$ cat config.mk
export PLATFORM = sky130hd
export DESIGN_NAME = mod_wrap_counter_flat
export DESIGN_NICKNAME = d
export VERILOG_FILES = /design/src/rtl/mod_wrap_counter_if.sv /design/src/rtl/mod_wrap_counter.sv /design/src/flat_wrapper.sv
export SDC_FILE = /design/constraint.sdc
export NUM_CORES = 1
export LEC_CHECK = 0
export CAP_MARGIN = 20
export CORE_AREA = 10 10 47 49
export CTS_CLUSTER_DIAMETER = 100
export DETAILED_ROUTE_END_ITERATION = 8
export DIE_AREA = 0 0 57 59
export HOLD_SLACK_MARGIN = 0.06
export PLACE_DENSITY = 0.59
export SLEW_MARGIN = 20
export SYNTH_ARGS = -nofsm -noshare
export SYNTH_HDL_FRONTEND = slang
export SYNTH_SLANG_ARGS = --single-unit
$ cat constraint.sdc
create_clock -name clk -period 2 [get_ports clk]
set_clock_uncertainty 0.1 [all_clocks]
set_input_delay 0.4 -clock clk [delete_from_list [all_inputs] [get_ports clk]]
set_output_delay 0.4 -clock clk [all_outputs]
set_load 0.01 [all_outputs]
$ cat src/rtl/mod_wrap_counter_if.sv
// Control/status bundle for one modulo-N counter stage.
// The wrap_cnt signal exists only when WRAP_COUNT_EN is defined.
interface mod_wrap_counter_if #(
    parameter int WIDTH = 3
);
    logic             clr;
    logic             load;
    logic [WIDTH-1:0] load_val;
    logic             en;
    logic             up;
    logic [WIDTH-1:0] count;
    logic             wrap;
    logic             tc;
    logic             load_err;
`ifdef WRAP_COUNT_EN
    logic [7:0]       wrap_cnt;

    modport master (
        output clr, load, load_val, en, up,
        input  count, wrap, tc, load_err, wrap_cnt
    );
    modport slave (
        input  clr, load, load_val, en, up,
        output count, wrap, tc, load_err, wrap_cnt
    );
`else
    modport master (
        output clr, load, load_val, en, up,
        input  count, wrap, tc, load_err
    );
    modport slave (
        input  clr, load, load_val, en, up,
        output count, wrap, tc, load_err
    );
`endif
endinterface

$ cat src/rtl/mod_wrap_counter.sv
// Modulo-MODULUS up/down counter stage with combinational terminal count for cascading.
// Optional feature macro WRAP_COUNT_EN adds a saturating 8-bit wrap tally (wrap_cnt).
module mod_wrap_counter #(
    parameter int WIDTH   = 3,
    parameter int MODULUS = 5
) (
    input  logic              clk,
    input  logic              reset,
    mod_wrap_counter_if.slave bus
);

    localparam logic [WIDTH-1:0] LP_MAX  = WIDTH'(MODULUS - 1);
    localparam logic [WIDTH-1:0] LP_ZERO = {WIDTH{1'b0}};
    // One extra bit so MODULUS == 2**WIDTH still compares correctly
    localparam logic [WIDTH:0]   LP_MOD  = (WIDTH + 1)'(MODULUS);

    logic [WIDTH-1:0] r_count;
    logic             r_wrap;
    logic             r_load_err;

    logic [WIDTH-1:0] w_count_nxt;
    logic             w_wrap_nxt;
    logic             w_load_err_nxt;
    logic             w_at_max;
    logic             w_at_zero;
    logic             w_load_ok;

    // End-of-range detection and terminal count for the next stage
    always_comb begin
        w_at_max  = (r_count == LP_MAX);
        w_at_zero = (r_count == LP_ZERO);
        w_load_ok = ({1'b0, bus.load_val} < LP_MOD);
        bus.tc    = bus.en & ((bus.up & w_at_max) | (~bus.up & w_at_zero));
    end

    // Next count with priority clr > load > en
    always_comb begin
        w_count_nxt    = r_count;
        w_wrap_nxt     = 1'b0;
        w_load_err_nxt = 1'b0;
        if (bus.clr) begin
            w_count_nxt = LP_ZERO;
        end else if (bus.load) begin
            if (w_load_ok) begin
                w_count_nxt = bus.load_val;
            end else begin
                w_count_nxt    = LP_ZERO;
                w_load_err_nxt = 1'b1;
            end
        end else if (bus.en) begin
            if (bus.up) begin
                if (w_at_max) begin
                    w_count_nxt = LP_ZERO;
                    w_wrap_nxt  = 1'b1;
                end else begin
                    w_count_nxt = r_count + WIDTH'(1);
                end
            end else begin
                if (w_at_zero) begin
                    w_count_nxt = LP_MAX;
                    w_wrap_nxt  = 1'b1;
                end else begin
                    w_count_nxt = r_count - WIDTH'(1);
                end
            end
        end else begin
            w_count_nxt = r_count;
        end
    end

    // Count, wrap pulse and load-error pulse registers
    always_ff @(posedge clk or negedge reset) begin
        if (!reset) begin
            r_count    <= LP_ZERO;
            r_wrap     <= 1'b0;
            r_load_err <= 1'b0;
        end else begin
            r_count    <= w_count_nxt;
            r_wrap     <= w_wrap_nxt;
            r_load_err <= w_load_err_nxt;
        end
    end

    assign bus.count    = r_count;
    assign bus.wrap     = r_wrap;
    assign bus.load_err = r_load_err;

`ifdef WRAP_COUNT_EN
    logic [7:0] r_wrap_cnt;

    // Saturating tally of wrap events, cleared together with the count
    always_ff @(posedge clk or negedge reset) begin
        if (!reset) begin
            r_wrap_cnt <= 8'h00;
        end else if (bus.clr) begin
            r_wrap_cnt <= 8'h00;
        end else if (w_wrap_nxt && (r_wrap_cnt != 8'hFF)) begin
            r_wrap_cnt <= r_wrap_cnt + 8'h01;
        end else begin
            r_wrap_cnt <= r_wrap_cnt;
        end
    end

    assign bus.wrap_cnt = r_wrap_cnt;
`endif

endmodule
$ cat src/flat_wrapper.sv
// flat-port wrapper written by rule: the top's interface ports become plain ports
module mod_wrap_counter_flat 
#(
    parameter int WIDTH   = 3,
    parameter int MODULUS = 5
)
  (clk, reset, bus_clr, bus_load, bus_load_val, bus_en, bus_up, bus_count, bus_wrap, bus_tc, bus_load_err);
  mod_wrap_counter_if #(.WIDTH(WIDTH)) bus_i ();
  input  logic clk;
  input  logic reset;
  input wire logic [$bits(bus_i.clr)-1:0] bus_clr;
  input wire logic [$bits(bus_i.load)-1:0] bus_load;
  input wire logic [$bits(bus_i.load_val)-1:0] bus_load_val;
  input wire logic [$bits(bus_i.en)-1:0] bus_en;
  input wire logic [$bits(bus_i.up)-1:0] bus_up;
  output wire logic [$bits(bus_i.count)-1:0] bus_count;
  output wire logic [$bits(bus_i.wrap)-1:0] bus_wrap;
  output wire logic [$bits(bus_i.tc)-1:0] bus_tc;
  output wire logic [$bits(bus_i.load_err)-1:0] bus_load_err;
  assign bus_i.clr = bus_clr;
  assign bus_i.load = bus_load;
  assign bus_i.load_val = bus_load_val;
  assign bus_i.en = bus_en;
  assign bus_i.up = bus_up;
  assign bus_count = bus_i.count;
  assign bus_wrap = bus_i.wrap;
  assign bus_tc = bus_i.tc;
  assign bus_load_err = bus_i.load_err;
  mod_wrap_counter #(.WIDTH(WIDTH), .MODULUS(MODULUS)) u_core (.clk(clk), .reset(reset), .bus(bus_i));
endmodule
==> results_dict.tcl <==
set metrics [dict create \
    async_reset_ff_share_pct 100.0 \
    synth_top_area_share_pct 36.36 \
    finalWirelength_um 1075 \
    maxCapViolations 0 \
    r2r_end "u_core.bus.count[2]$_DFFE_PN0P_" \
    startpoint "bus_up" \
    dp_hpwl_um 884.2 \
    cts_max_path_buffers 2 \
    path_class "in2out" \
    fin_nets 73 \
    slowest_delay_ns 0.52 \
    crit_required_ns 1.50 \
    num_antenna_cells 0 \
    slew_headroom_pct 68.33 \
    finalSetupViolations 0 \
    ff2ff_path_depth 6 \
    route.detailed.drc 0 \
    synth_top_cell_by_area "dfrtp_1" \
    cp-end-kind "output pin" \
    power_uw 326.2 \
    path_max_fanout 2 \
    root_buffer "clkbuf_4" \
    tightest_slew_ns 0.4631 \
    r2r_slack_ns 0.19 \
    initial_core_util_pct 24.55 \
    vias 390 \
    hp-class "in2async" \
    endpoint "bus_tc" \
    routedWlPerCell_um 14.14 \
    fin_crit_sh_pct 94.41 \
    placed_cells 72 \
    clk_pin_slew_ns 0.05 \
    drive_above_1_share_pct 20.00 \
    hold_violations 0 \
    p_leak_nw 0.2628 \
    synth_area_leaders "dfrtp_1 36%, ha_1 11%, nor2_1 5.5%" \
    cts_tree "built" \
    critPathBufInv 2 \
    synth_top_family_by_area "compound AO/OA/AOI/OAI gates" \
    grt_pass1_vias 407 \
    htree_levels 1 \
    r2r-start "u_core.bus.count[1]$_DFFE_PN0P_" \
    cts_buffers 3 \
    die_h_um 59 \
    synthSimpleGateAreaFrac_pct 19.64 \
    cp.depth 4 \
    yosys.area_share.xor_xnor_pct 2.545 \
    drtIter0Drc 5 \
    slowest_stage "clkdlybuf4s50_1" \
    syn_to_final_growth_pct 68.00 \
    syn_area_um2 344.1 \
    place_congestion 0.7415 \
    cts.hold.buffers_added 0 \
    synthAdderAreaFrac_pct 10.91 \
    synthMuxAreaShare_pct 0 \
    syn_area_per_cell_um2 9.558 \
    synthDistinctLibCells 23 \
    ys.flop_type "dfrtp_1" \
    final_cells 76 \
    drtPass1Iterations 4 \
    synth_cells 36 \
    die_area_um2 3363 \
    clock-sinks 5 \
    clk_latency_ns 0.25 \
    die_w_um 57 \
    grt_pass1_wl_um 1849 \
    vias_per_cell 5.132 \
    synth_commonest_cells "5 x dfrtp_1, 5 x nor2_1, 4 x inv_1" \
    top_level_ports 15 \
    p_per_area_nw_per_um2 564.3 \
    synth_compound_area_share_pct 26.18 \
    rsz0062_at_grt "false" \
    synth_edf_count 0 \
    grt_max_degree 7 \
    portBuffers 14 \
    maxSlewViolCount 0 \
    ant_nets 0 \
    antenna_found_initial 0 \
    gr-total-overflow 0 \
    yosysWarnings 0 \
    coreArea_um2 1401 \
    clock.fmax_mhz 529.6 \
    vdd_drop_max_v 0.0002297 \
    path_cells "clkdlybuf4s50_1 -> xnor2_2 -> and3_2 -> clkbuf_2" \
    ys_seq_area_share_pct 36.36 \
    synth_nets 48 \
    min_period_ns 1.888 \
    crit_path_start_kind "input port" \
    ys_ff_latch 5 \
    placementRows 14 \
    critical-path-top-delay-family "buffers and inverters" \
    run_status "finished, final reports clean" \
    cp.arrival_ns 1.39 \
    grt_use_total_pct 7.106 \
]
## stage by stage
stage / worst slack (ns) / hold slack, ns / setup TNS (ns) / util, % / cell area [um2]
finish: 0.1118 / 0.2689 / 0 / 41.25 / 578.1
CTS: 0.009137 / 0.2742 / 0 / 41.07 / 575.6
global placement: -0.2761 / 0.5409 / -0.2761 / 39.20 / 549.3
global route: 0.07234 / 0.2835 / 0 / 41.25 / 578.1
floorplan: 0.3394 / 0.004409 / 0 / - / 344.1
detailed placement: -0.2890 / 0.5406 / -0.2890 / 39.20 / 549.3
## routing by layer
layer | wire [um] | vias up | track usage (%)
li1 | - | 186 | -
met2 | 500 | 19 | 9.767
met4 | 22 | 0 | 5.705
met5 | 0 | - | 0
met3 | 110 | 4 | 4.936
met1 | 442 | 181 | 7.297
## layout by cell type (no fill, tap or decap)
cell / count
a2111oi_0: 1
a211o_1: 1
a211oi_1: 1
a21boi_0: 1
a21oi_1: 1
a32oi_1: 1
and2_1: 1
and3_2: 1
buf_4: 6
clkbuf_1: 1
clkbuf_2: 1
clkbuf_4: 3
clkdlybuf4s50_1: 13
dfrtp_1: 5
ha_1: 3
inv_1: 4
nand3b_1: 1
nand4b_1: 1
nor2_1: 5
nor2b_1: 1
nor3_1: 1
o2111ai_1: 1
o211a_1: 1
o21a_1: 1
o2bb2ai_1: 1
o32ai_1: 1
or4_1: 1
xnor2_2: 1
## worst reg2reg max path, cell delays in order (launching register included)
cell       delay, ns
dfrtp_1         0.41
inv_1           0.09
ha_1            0.20
buf_4           0.15
or4_1           0.49
o2111ai_1       0.12
o32ai_1         0.12
## how the worst min path moves through the flow
stage                     startpoint                               to  slack, ns  cells after the start
after floorplan                reset  u_core.bus.count[0]$_DFFE_PN0P_      0.004                      0
after global placement         reset    u_core.bus.load_err$_DFF_PN0_       0.54                      1
after detailed placement       reset        u_core.bus.wrap$_DFF_PN0_       0.54                      1
after CTS                      reset  u_core.bus.count[2]$_DFFE_PN0P_       0.27                      1
after global routing           reset  u_core.bus.count[0]$_DFFE_PN0P_       0.28                      1
final                          reset  u_core.bus.count[2]$_DFFE_PN0P_       0.27                      1
## flip-flops by register name, summed over array words and instances (netlist names)
name,flops
u_core.bus.count,3
u_core.bus.load_err,1
u_core.bus.wrap,1
## cells by family after synthesis
kind of cell / Yosys count
XOR/XNOR: 1
buffers and inverters: 4
adder cells (fa/ha/maj): 3
flip-flops: 5
AND/OR/NAND/NOR: 12
AO/OA/AOI/OAI: 11
## area by class of cell
class / instances / area [um2]
clock buffers: 4 / 26.28
flip-flops and latches: 5 / 125.1
repair buffers: 20 / 180.2
well taps: 16 / 20.02
fillers: 164 / 823.3
inverters: 4 / 15.01
multi-input cells: 27 / 211.5
## power breakdown
| part | total [mW] | switching (mW) | internal [mW] |
|---|---|---|---|
| Clock | 0.122 | 0.0463 | 0.0757 |
| Sequential | 0.111 | 0.00438 | 0.107 |
| Combinational | 0.0932 | 0.0404 | 0.0528 |
## timing repair
item | in CTS | in global routing
setup buffers | 0 | 0
resized for setup | 2 | 2
setup endpoints to repair | 1 | 1
(Power assumes the default switching activity.)
==> variant: new RTL, same flow settings <==
`WIDTH` is set to 3 in 3 places; all go to 2.
--- a/src/rtl/mod_wrap_counter_if.sv
+++ b/src/rtl/mod_wrap_counter_if.sv
@@ -2,5 +2,5 @@
 // The wrap_cnt signal exists only when WRAP_COUNT_EN is defined.
 interface mod_wrap_counter_if #(
-    parameter int WIDTH = 3
+    parameter int WIDTH = 2
 );
     logic             clr;
--- a/src/rtl/mod_wrap_counter.sv
+++ b/src/rtl/mod_wrap_counter.sv
@@ -2,5 +2,5 @@
 // Optional feature macro WRAP_COUNT_EN adds a saturating 8-bit wrap tally (wrap_cnt).
 module mod_wrap_counter #(
-    parameter int WIDTH   = 3,
+    parameter int WIDTH   = 2,
     parameter int MODULUS = 5
 ) (
--- a/src/flat_wrapper.sv
+++ b/src/flat_wrapper.sv
@@ -2,5 +2,5 @@
 module mod_wrap_counter_flat 
 #(
-    parameter int WIDTH   = 3,
+    parameter int WIDTH   = 2,
     parameter int MODULUS = 5
 )
Ports: changed (resized bus_count and bus_load_val); port bits go from 15 to 13. The function was not compared with the original's and may differ.
==> variant against the unedited design <==
Synthesized area is 33% lower. Sequential cell count is 2 lower. Via count is 49% lower. Cell count is 28% lower. Power is 32% lower. Sequential share of layout area is 2.9 points lower. Die area stayed put. Clock power is 16% lower. Register-to-register slack better by 0.62 ns. Wire length is 48% lower. Setup slack better by 0.092 ns. Cell area is 31% lower. Critical path type is now register to output port.
==> variant: results <==
[placement]
hpwl_um = 514
io_buffer_count = 11
dpl_cell_area_sq_um = 375

[logic_synthesis]
synth_area_leaders = dfrtp_1 33%, ha_1 22%, mux2i_1 8.7%
synth-adder-area-share_pct = 21.7
ys_seq_area_share_pct = 32.6
synth-compound-area-share_pct = 7.07
synthMuxAreaShare_pct = 8.70
synthXorXnorAreaFrac_pct = 0
ys_top_cells_by_count = 4 x ha_1, 3 x dfrtp_1, 3 x inv_1
synth_cell_type_count = 14
syn-num-nets = 34

[clocking]
clk_path_buf_depth = 2
clkLatencyLatePin_ns = 0.23

[route]
drt_first_pass_iters = 2
m1WireLength_um = 225
wl_met2_um = 274
drt_iter0_drc = 2
vias = 197
routed.top_layer = met3
wl_per_cell_um = 10.1
route.met3.wl_um = 54

[finish]
fin_nets = 52
drive_gt1_share_pct = 17.9

[global_routing]
first_global_vias = 242
grt_pass1_wl_um = 910
track_usage_pct = 3.29
grt_max_degree = 6

[setup_path]
critPathMaxStageDelay_ns = 0.34
r2r-end = u_core.bus.count[1]$_DFFE_PN0P_
slowest_stage = dfrtp_1
crit_path_max_fanout = 3
reg2reg_slack_ns = 0.81
arrival_ns = 1.30

[run_status]
status = complete, no violations

[timing]
holdWs_ns = 0.255
## variant: layout make-up
type	count	area, sq um
multi-input combinational	15	136
inverter	3	11.3
tap	16	20.0
timing repair buffer	14	131
clock buffer	4	26.3
sequential	3	75.1
fill	161	1000
## variant: metrics by stage
stage               power, mW  setup TNS, ns  setup WS (ns)  instances
global route            0.237              0          0.148         55
detailed placement      0.125        -0.0549        -0.0549         51
CTS                     0.230              0          0.174         55
floorplan              0.0883              0          0.621         22
global placement        0.124        -0.0519        -0.0519         51
finish                  0.223              0          0.203         55
## variant: repair_timing
item | in CTS | in global routing
endpoints found under the hold margin | 0 | 0
gates resized for setup | 1 | 0
setup endpoints to repair | 1 | 0
## variant: worst max path at each step
stage,startpoint,endpoint,slack (ns),cells after the start
6_report,u_core.bus.count[0]$_DFFE_PN0P_,bus_tc,0.20,4
5_1_grt,u_core.bus.count[0]$_DFFE_PN0P_,bus_tc,0.15,4
4_1_cts,u_core.bus.count[0]$_DFFE_PN0P_,bus_tc,0.17,4
3_5_place_dp,bus_en,bus_tc,-0.05,3
3_3_place_gp,bus_en,bus_tc,-0.05,3
2_1_floorplan,u_core.bus.count[0]$_DFFE_PN0P_,bus_tc,0.62,3
## variant: power groups by stage
stage	registers (mW)	clock network (mW)	logic, mW
6_report	0.0661	0.102	0.0552
4_1_cts	0.0663	0.107	0.0567
2_1_floorplan	0.0698	0	0.0185
3_5_place_dp	0.0670	0	0.0579
5_1_grt	0.0666	0.108	0.0618
3_3_place_gp	0.0668	0	0.0574
## variant: layer usage
metal  global-route usage, %  vias up
met3                    1.07        0
met4                    3.02        0
met5                       0        -
met1                    3.46       84
met2                    5.12        7
li1                        -      106
